[config.mk]
export PLATFORM = sky130hd
export DESIGN_NAME = seq_multiplier
export DESIGN_NICKNAME = d
export VERILOG_FILES = /design/src/rtl/seq_multiplier.sv
export SDC_FILE = /design/constraint.sdc
export NUM_CORES = 1
export LEC_CHECK = 0
export CORE_UTILIZATION = 48
export DETAILED_ROUTE_END_ITERATION = 6
export GPL_TIMING_DRIVEN = 0
export PLACE_DENSITY = 0.74
export SYNTH_ARGS = -nofsm -noshare
export SYNTH_HDL_FRONTEND = slang
export SYNTH_SLANG_ARGS = --single-unit
[constraint.sdc]
create_clock -name i_clk -period 4.5 [get_ports i_clk]
set_input_delay 0.45 -clock i_clk [delete_from_list [all_inputs] [get_ports i_clk]]
set_output_delay 0.45 -clock i_clk [all_outputs]
set_load 0.005 [all_outputs]
[src/rtl/seq_multiplier.sv]
// Sequential shift-and-add multiplier: one N-bit adder iterated over N_BITS cycles,
// signed operands handled as magnitudes with the sign reapplied to the final product.

module n_bit_adder #(
    parameter int unsigned N_BITS = 4
) (
    input  logic [N_BITS-1:0] i_a,
    input  logic [N_BITS-1:0] i_b,
    input  logic              i_cin,
    output logic [N_BITS-1:0] o_sum,
    output logic              o_cout
);
    assign {o_cout, o_sum} = {1'b0, i_a} + {1'b0, i_b} + {{N_BITS{1'b0}}, i_cin};
endmodule

module seq_multiplier #(
    parameter int unsigned N_BITS = 4
) (
    input  logic                  i_clk,
    input  logic                  i_rst,
    input  logic                  i_valid,
    output logic                  o_ready,
    input  logic [N_BITS-1:0]     i_a,
    input  logic [N_BITS-1:0]     i_b,
    input  logic                  i_signed,
    output logic                  o_valid,
    input  logic                  i_ready,
    output logic [2*N_BITS-1:0]   o_product,
    output logic                  o_busy
);
    localparam int unsigned CW = $clog2(N_BITS);
    localparam logic [CW-1:0] LAST = CW'(N_BITS - 1);

    typedef enum logic [1:0] {IDLE, RUN, DONE} state_t;

    state_t                state_q, state_d;
    logic [CW-1:0]         cnt_q, cnt_d;
    logic [N_BITS-1:0]     ma_q, ma_d;
    logic                  neg_q, neg_d;
    logic [2*N_BITS-1:0]   p_q, p_d;
    logic [2*N_BITS-1:0]   prod_q, prod_d;

    logic [N_BITS-1:0]     mag_a, mag_b;
    logic [N_BITS-1:0]     add_b, add_sum;
    logic                  add_cout;

    // Most-negative operand negates to itself, which reads correctly as 2^(N-1) unsigned.
    assign mag_a = (i_signed && i_a[N_BITS-1]) ? (~i_a + 1'b1) : i_a;
    assign mag_b = (i_signed && i_b[N_BITS-1]) ? (~i_b + 1'b1) : i_b;
    assign add_b = p_q[0] ? ma_q : '0;

    n_bit_adder #(.N_BITS(N_BITS)) u_adder (
        .i_a    (p_q[2*N_BITS-1:N_BITS]),
        .i_b    (add_b),
        .i_cin  (1'b0),
        .o_sum  (add_sum),
        .o_cout (add_cout)
    );

    always_comb begin
        state_d = state_q;
        cnt_d   = cnt_q;
        ma_d    = ma_q;
        neg_d   = neg_q;
        p_d     = p_q;
        prod_d  = prod_q;
        case (state_q)
            IDLE: begin
                if (i_valid) begin
                    state_d = RUN;
                    ma_d    = mag_a;
                    neg_d   = i_signed && (i_a[N_BITS-1] ^ i_b[N_BITS-1]);
                    p_d     = {{N_BITS{1'b0}}, mag_b};
                    cnt_d   = '0;
                end
            end
            RUN: begin
                p_d   = {add_cout, add_sum, p_q[N_BITS-1:1]};
                cnt_d = cnt_q + 1'b1;
                if (cnt_q == LAST) begin
                    state_d = DONE;
                    prod_d  = neg_q ? (~p_d + 1'b1) : p_d;
                end
            end
            DONE: begin
                if (i_ready) state_d = IDLE;
            end
            default: state_d = IDLE;
        endcase
    end

    always_ff @(posedge i_clk) begin
        if (i_rst) begin
            state_q <= IDLE;
            cnt_q   <= '0;
            ma_q    <= '0;
            neg_q   <= 1'b0;
            p_q     <= '0;
            prod_q  <= '0;
        end else begin
            state_q <= state_d;
            cnt_q   <= cnt_d;
            ma_q    <= ma_d;
            neg_q   <= neg_d;
            p_q     <= p_d;
            prod_q  <= prod_d;
        end
    end

    assign o_ready   = (state_q == IDLE);
    assign o_busy    = ~o_ready;
    assign o_valid   = (state_q == DONE);
    assign o_product = prod_q;
endmodule

After elaboration in Yosys (flattened, before gate mapping)
Index checks and enable logic that the tools add are counted.

Add/subtract/negate cells: 5. Equality and inequality tests: 6. Multiplexer cells: 12. Bitwise gates (word level): 5. Reduce and logical (&&, ||, !) cells: 9.

Operators by type and width (count): 2-to-1 mux 8 bit (2); case mux 8 bit (2 select lines) (1); 2-to-1 mux 4 bit (3); adder 4 x 1 -> 4 bit (second input constant) (2); adder 8 x 1 -> 8 bit (second input constant) (1); 2-to-1 mux 2 bit (4); NOT 4 bit (2); NOT 8 bit (1); case mux 2 bit (3 select lines) (1); AND reduction 2 bit (3); adder 4 x 4 -> 5 bit (1); == test 2 bit (second input constant) (2); != test 2 bit (second input constant) (2); case mux 2 bit (2 select lines) (1); logical AND 1 bit (3); AND reduction 3 bit (1); adder 2 x 1 -> 2 bit (second input constant) (1); == test 2 x 1 -> 1 bit (second input constant) (1); zero test 2 bit (1); != test 2 x 1 -> 1 bit (second input constant) (1); nonzero test 2 bit (1); NOT 1 bit (1); bitwise XOR 1 bit (1).

Register bits: 25. Bits of input ports: 13. Output and inout port bits: 11. Logic and storage cells: 43.

Depth between registers and ports, before layout
Depth after elaboration: 5. Depth in mapped cells: 8. Gate-level depth less buffers: 8.

Cells and area by module
A second synthesis with hierarchy kept.

Cell total of the unflattened synthesis: 160. Area, all modules: 1383.8 um2.

By module, submodules not included: seq_multiplier (times used 1, cells each 144, area an instance 1239.9 um2); n_bit_adder (times used 1, cells each 16, area an instance 143.9 um2).

Worst setup path before layout
Ideal clock, no wire load.

Kind: flip-flop to flip-flop. From: reg p_q[0]. To: reg prod_q[7], in the netlist o_product[7]. Setup time: 0.074 ns. Data arrival time: 2.453 ns. Required time: 4.426 ns. Path slack: 1.973 ns. Cell stages (with the launch flop): 8. Cells stage by stage: dfxtp_1 -> and2_1 -> ha_1 -> fa_1 -> or3_1 -> or4_1 -> or4_1 -> a31oi_1.

Word-level cells in the longest chain between the ends: 5.

RTL lines: start, declared (line 40) `logic [2*N_BITS-1:0] p_q, p_d;`; start signal, assigned (line 105) `p_q <= p_d;`; 2-to-1 mux 4 bit (*) (line 50) `assign add_b = p_q[0] ? ma_q : '0;`; adder 4 x 4 -> 5 bit (*) (line 13) `assign {o_cout, o_sum} = {1'b0, i_a} + {1'b0, i_b} + {{N_BITS{1'b0}}, i_cin};`; NOT 8 bit (line 82) `prod_d = neg_q ? (~p_d + 1'b1) : p_d;`; adder 8 x 1 -> 8 bit (line 82); 2-to-1 mux 8 bit (*) (line 82); end signal, assigned (line 106) `prod_q <= prod_d;`; end, declared (line 41) `logic [2*N_BITS-1:0] prod_q, prod_d;`.

Mark *: on every way between the ends. The rest lies on a longest branch, timed or not. A chain may end at the register's enable or synchronous reset.

Final worst setup path
Ends and elaborated chain as after synthesis.

==> flow_results.xml <==
<?xml version="1.0" encoding="UTF-8"?>
<metrics>
  <group name="placement">
    <metric name="place_hpwl" unit="microns">2151</metric>
    <metric name="place.port_buffers" unit="">22</metric>
    <metric name="gp_congestion" unit="">0.7755</metric>
  </group>
  <group name="routing">
    <metric name="first_iter_violations" unit="">19</metric>
    <metric name="detail_route.wl_per_cell" unit="microns">12.30</metric>
    <metric name="detailroute.via_count" unit="">1202</metric>
    <metric name="post_drt_via_cell_ratio" unit="">5.390</metric>
    <metric name="drt_drc_violations_left" unit="">0</metric>
    <metric name="postRouteWirelength" unit="microns">2742</metric>
    <metric name="ant_nets" unit="">0</metric>
    <metric name="drtPass1Iterations" unit="">5</metric>
  </group>
  <group name="cts">
    <metric name="cts_max_path_buffers" unit="">2</metric>
    <metric name="cts_htree_levels" unit="">1</metric>
    <metric name="cts-hold-fix-buffers" unit="">0</metric>
    <metric name="insertion_delay" unit="ns">0.32</metric>
    <metric name="cts_root_buf" unit="">sky130_fd_sc_hd__clkbuf_4</metric>
    <metric name="clock-sinks" unit="">25</metric>
    <metric name="cts_post_setup_buffers_inserted" unit="">0</metric>
    <metric name="cts.repair.resized" unit="">0</metric>
    <metric name="tritoncts.num_buffers" unit="">3</metric>
    <metric name="clock_tree_from_tritoncts" unit="">built</metric>
    <metric name="clk_pin_slew" unit="ns">0.14</metric>
  </group>
  <group name="synthesis">
    <metric name="post_synth.cell_area_avg" unit="sq um">8.054</metric>
    <metric name="synth_area" unit="sq um">1345</metric>
    <metric name="synth-seq-cells" unit="">25</metric>
    <metric name="post-synth-top-area-fraction" unit="%">37.21</metric>
    <metric name="synthTopCellsByArea" unit="">sky130_fd_sc_hd__dfxtp_1 37%, sky130_fd_sc_hd__ha_1 7.4%, sky130_fd_sc_hd__a21oi_1 6.7%</metric>
    <metric name="synth_cells" unit="">167</metric>
    <metric name="synthesis.yosys.warnings" unit="">0</metric>
    <metric name="synth_cell_type_count" unit="">31</metric>
    <metric name="synth-edff-count" unit="">0</metric>
    <metric name="synth_area_leader_cell" unit="">sky130_fd_sc_hd__dfxtp_1</metric>
    <metric name="syn_nets" unit="">189</metric>
    <metric name="synth_async_sr_flop_share" unit="%">0</metric>
    <metric name="synth-main-ff-cell" unit="">sky130_fd_sc_hd__dfxtp_1</metric>
    <metric name="synth-seq-area-share" unit="%">37.21</metric>
  </group>
  <group name="die">
    <metric name="core.rowCount" unit="">18</metric>
    <metric name="die_height" unit="microns">54.94</metric>
    <metric name="core_ar" unit="sq um">2567</metric>
    <metric name="floorplan.io_pins" unit="">24</metric>
    <metric name="dieWidth" unit="microns">54.94</metric>
    <metric name="initial_utilization" unit="%">52.39</metric>
    <metric name="dieArea" unit="sq um">3018</metric>
  </group>
  <group name="global_routing">
    <metric name="number_of_global_route_vias_before_repair" unit="">1107</metric>
    <metric name="global_route.usage.total" unit="%">21.62</metric>
    <metric name="grt_overflow" unit="">0</metric>
    <metric name="grt_util_met2" unit="%">36.75</metric>
    <metric name="grt_max_degree" unit="">14</metric>
    <metric name="groute.layer.met3.usage" unit="%">1.639</metric>
    <metric name="global_route_wire_length_before_repair" unit="microns">4705</metric>
    <metric name="groute.layer.met1.usage" unit="%">28.29</metric>
    <metric name="gr-max-usage-layer" unit="">met2</metric>
    <metric name="number_of_antenna_violations_at_the_first_check_in_global_routing" unit="">0</metric>
  </group>
  <group name="critical_path">
    <metric name="required" unit="ns">4.77</metric>
    <metric name="setup.reg_to_reg.worst_slack" unit="ns">1.81</metric>
    <metric name="type_of_destination_of_the_critical_path" unit="">flip-flop</metric>
    <metric name="criticalPathCategory" unit="">flip-flop to flip-flop</metric>
    <metric name="critical_path_peak_fanout" unit="">5</metric>
    <metric name="worst_ep_arrival_time" unit="ns">2.96</metric>
    <metric name="type_of_origin_of_the_critical_path" unit="">flip-flop</metric>
  </group>
  <group name="sta">
    <metric name="skew" unit="ns">0.01031</metric>
    <metric name="finalCritPeriodShare" unit="%">59.86</metric>
    <metric name="number_of_setup_violations_in_the_final_report" unit="">0</metric>
    <metric name="rsz0062_at_grt" unit="">no</metric>
    <metric name="transition_time_of_the_tightest_slew_check_pin" unit="ns">0.4743</metric>
    <metric name="clock.fmax" unit="GHz">0.3712</metric>
    <metric name="fin_tns_setup" unit="ns">0</metric>
    <metric name="hold_viol_final" unit="">0</metric>
    <metric name="timing.max_slew.rel_slack" unit="%">68.38</metric>
    <metric name="period_minus_slack" unit="ns">2.694</metric>
    <metric name="final_max_slew_viol_count" unit="">0</metric>
  </group>
  <group name="layout">
    <metric name="final.fill_count" unit="">239</metric>
    <metric name="final_core_utilization" unit="%">63.45</metric>
    <metric name="mostFrequentLayoutCells" unit="">25 x sky130_fd_sc_hd__dfxtp_1, 23 x sky130_fd_sc_hd__nand2_1, 22 x sky130_fd_sc_hd__clkdlybuf4s50_1</metric>
    <metric name="layout-drive-gt1-share" unit="%">3.627</metric>
    <metric name="most_common_library_cell_in_the_layout_ignoring_fill_and_taps" unit="">sky130_fd_sc_hd__dfxtp_1</metric>
    <metric name="final_net_count" unit="">216</metric>
    <metric name="flow.area_growth_from_synthesis" unit="%">21.12</metric>
    <metric name="insertedDiodeCount" unit="">0</metric>
  </group>
  <group name="worst_hold_path">
    <metric name="hold_class" unit="">input port to flip-flop</metric>
  </group>
  <group name="pwr">
    <metric name="ir_drop" unit="V">0.0001711</metric>
    <metric name="power_per_cell_area" unit="nW/um^2">250.4</metric>
    <metric name="power_leakage" unit="nW">0.6634</metric>
  </group>
  <group name="run_status">
    <metric name="status" unit="">finished clean</metric>
  </group>
  <group name="flow_run">
    <metric name="max-cap-violations" unit="">0</metric>
  </group>
</metrics>
==> synth_stat cells, types with 2 or more instances <==
cell,number
sky130_fd_sc_hd__dfxtp_1,25
sky130_fd_sc_hd__nand2_1,23
sky130_fd_sc_hd__a21oi_1,18
sky130_fd_sc_hd__nor2_1,18
sky130_fd_sc_hd__nand3_1,10
sky130_fd_sc_hd__ha_1,8
sky130_fd_sc_hd__inv_1,7
sky130_fd_sc_hd__and2_1,6
sky130_fd_sc_hd__a211oi_1,5
sky130_fd_sc_hd__clkbuf_1,5
sky130_fd_sc_hd__o31ai_1,5
sky130_fd_sc_hd__xnor2_1,5
sky130_fd_sc_hd__xor2_1,5
sky130_fd_sc_hd__a31oi_1,3
sky130_fd_sc_hd__nand2b_1,3
sky130_fd_sc_hd__nor2b_1,3
sky130_fd_sc_hd__a21o_1,2
sky130_fd_sc_hd__a22oi_1,2
sky130_fd_sc_hd__or4_1,2
==> logic make-up (layout without fill, tap and decap cells) <==
kind of cell | after synthesis | in the layout | synth area share [%]
flops | 25 | 25 | 37.21
simple gates | 67 | 67 | 22.70
buf+inv | 16 | 42 | 5.488
compound gates | 39 | 39 | 18.42
xor+xnor | 10 | 10 | 6.511
mux | 1 | 1 | 0.7442
fa+ha+maj | 9 | 9 | 8.931
==> final timing paths <==
| kind | from | to | cells past startpoint |
|---|---|---|---|
| min reg2reg | o_product[0] | o_product[0] | 2 |
| min | i_rst | ma_q[1] | 2 |
| max reg2reg | p_q[0] | o_product[7] | 7 |
| max | p_q[0] | o_product[7] | 7 |
==> power breakdown <==
| group | switching [W] | internal, W | leakage (nW) |
|---|---|---|---|
| sequential | 0.00000687 | 0.000229 | 0.203 |
| combinational | 0.0000367 | 0.0000314 | 0.445 |
| clock | 0.0000693 | 0.0000347 | 0.0150 |
==> sequential cells by signal, indices dropped and copies added, names as in the netlist <==
name,flops
p_q,8
cnt_q,2
neg_q,1
ma_q,4
state_q,2
o_product,8
==> metal layers <==
metal | routed length, microns | part of all wire (%) | vias to the layer above
li1 | - | - | 626
met1 | 1344 | 49 | 546
met2 | 1291 | 47 | 25
met3 | 64 | 2.3 | 5
met4 | 42 | 1.5 | 0
met5 | 0 | 0 | -
==> critical path, stage by stage, from the launching register on <==
cell	delay, ns
sky130_fd_sc_hd__dfxtp_1	0.36
sky130_fd_sc_hd__and2_1	0.17
sky130_fd_sc_hd__ha_1	0.21
sky130_fd_sc_hd__fa_1	0.53
sky130_fd_sc_hd__or3_1	0.39
sky130_fd_sc_hd__or4_1	0.43
sky130_fd_sc_hd__or4_1	0.40
sky130_fd_sc_hd__a31oi_1	0.16
==> stage by stage <==
stage                     instances  hold slack (ns)  total power, W  instance area (sq um)  setup slack (ns)
after CTS                       223           0.3989       0.0004065                   1629             1.801
after detailed placement        219           0.4428       0.0003092                   1603             1.819
after global placement          219           0.4373       0.0003064                   1603             1.841
after global routing            223           0.4076       0.0004269                   1629             1.692
after floorplan                 167           0.4317       0.0002815                   1345             1.973
final                           223           0.3880       0.0004080                   1629             1.806
==> cell type report <==
cell class              instances  area [sq um]  share of cell area (%)
inverters                       7         26.28                   1.613
repair buffers                 22         220.2                   13.52
flip-flops and latches         25         500.5                   30.72
plain buffers                   9         47.55                   2.919
clock buffers                   4         26.28                   1.613
multi-input cells             126         770.7                   47.31
well taps                      30         37.54                   2.304
(Power assumes the default switching activity.)
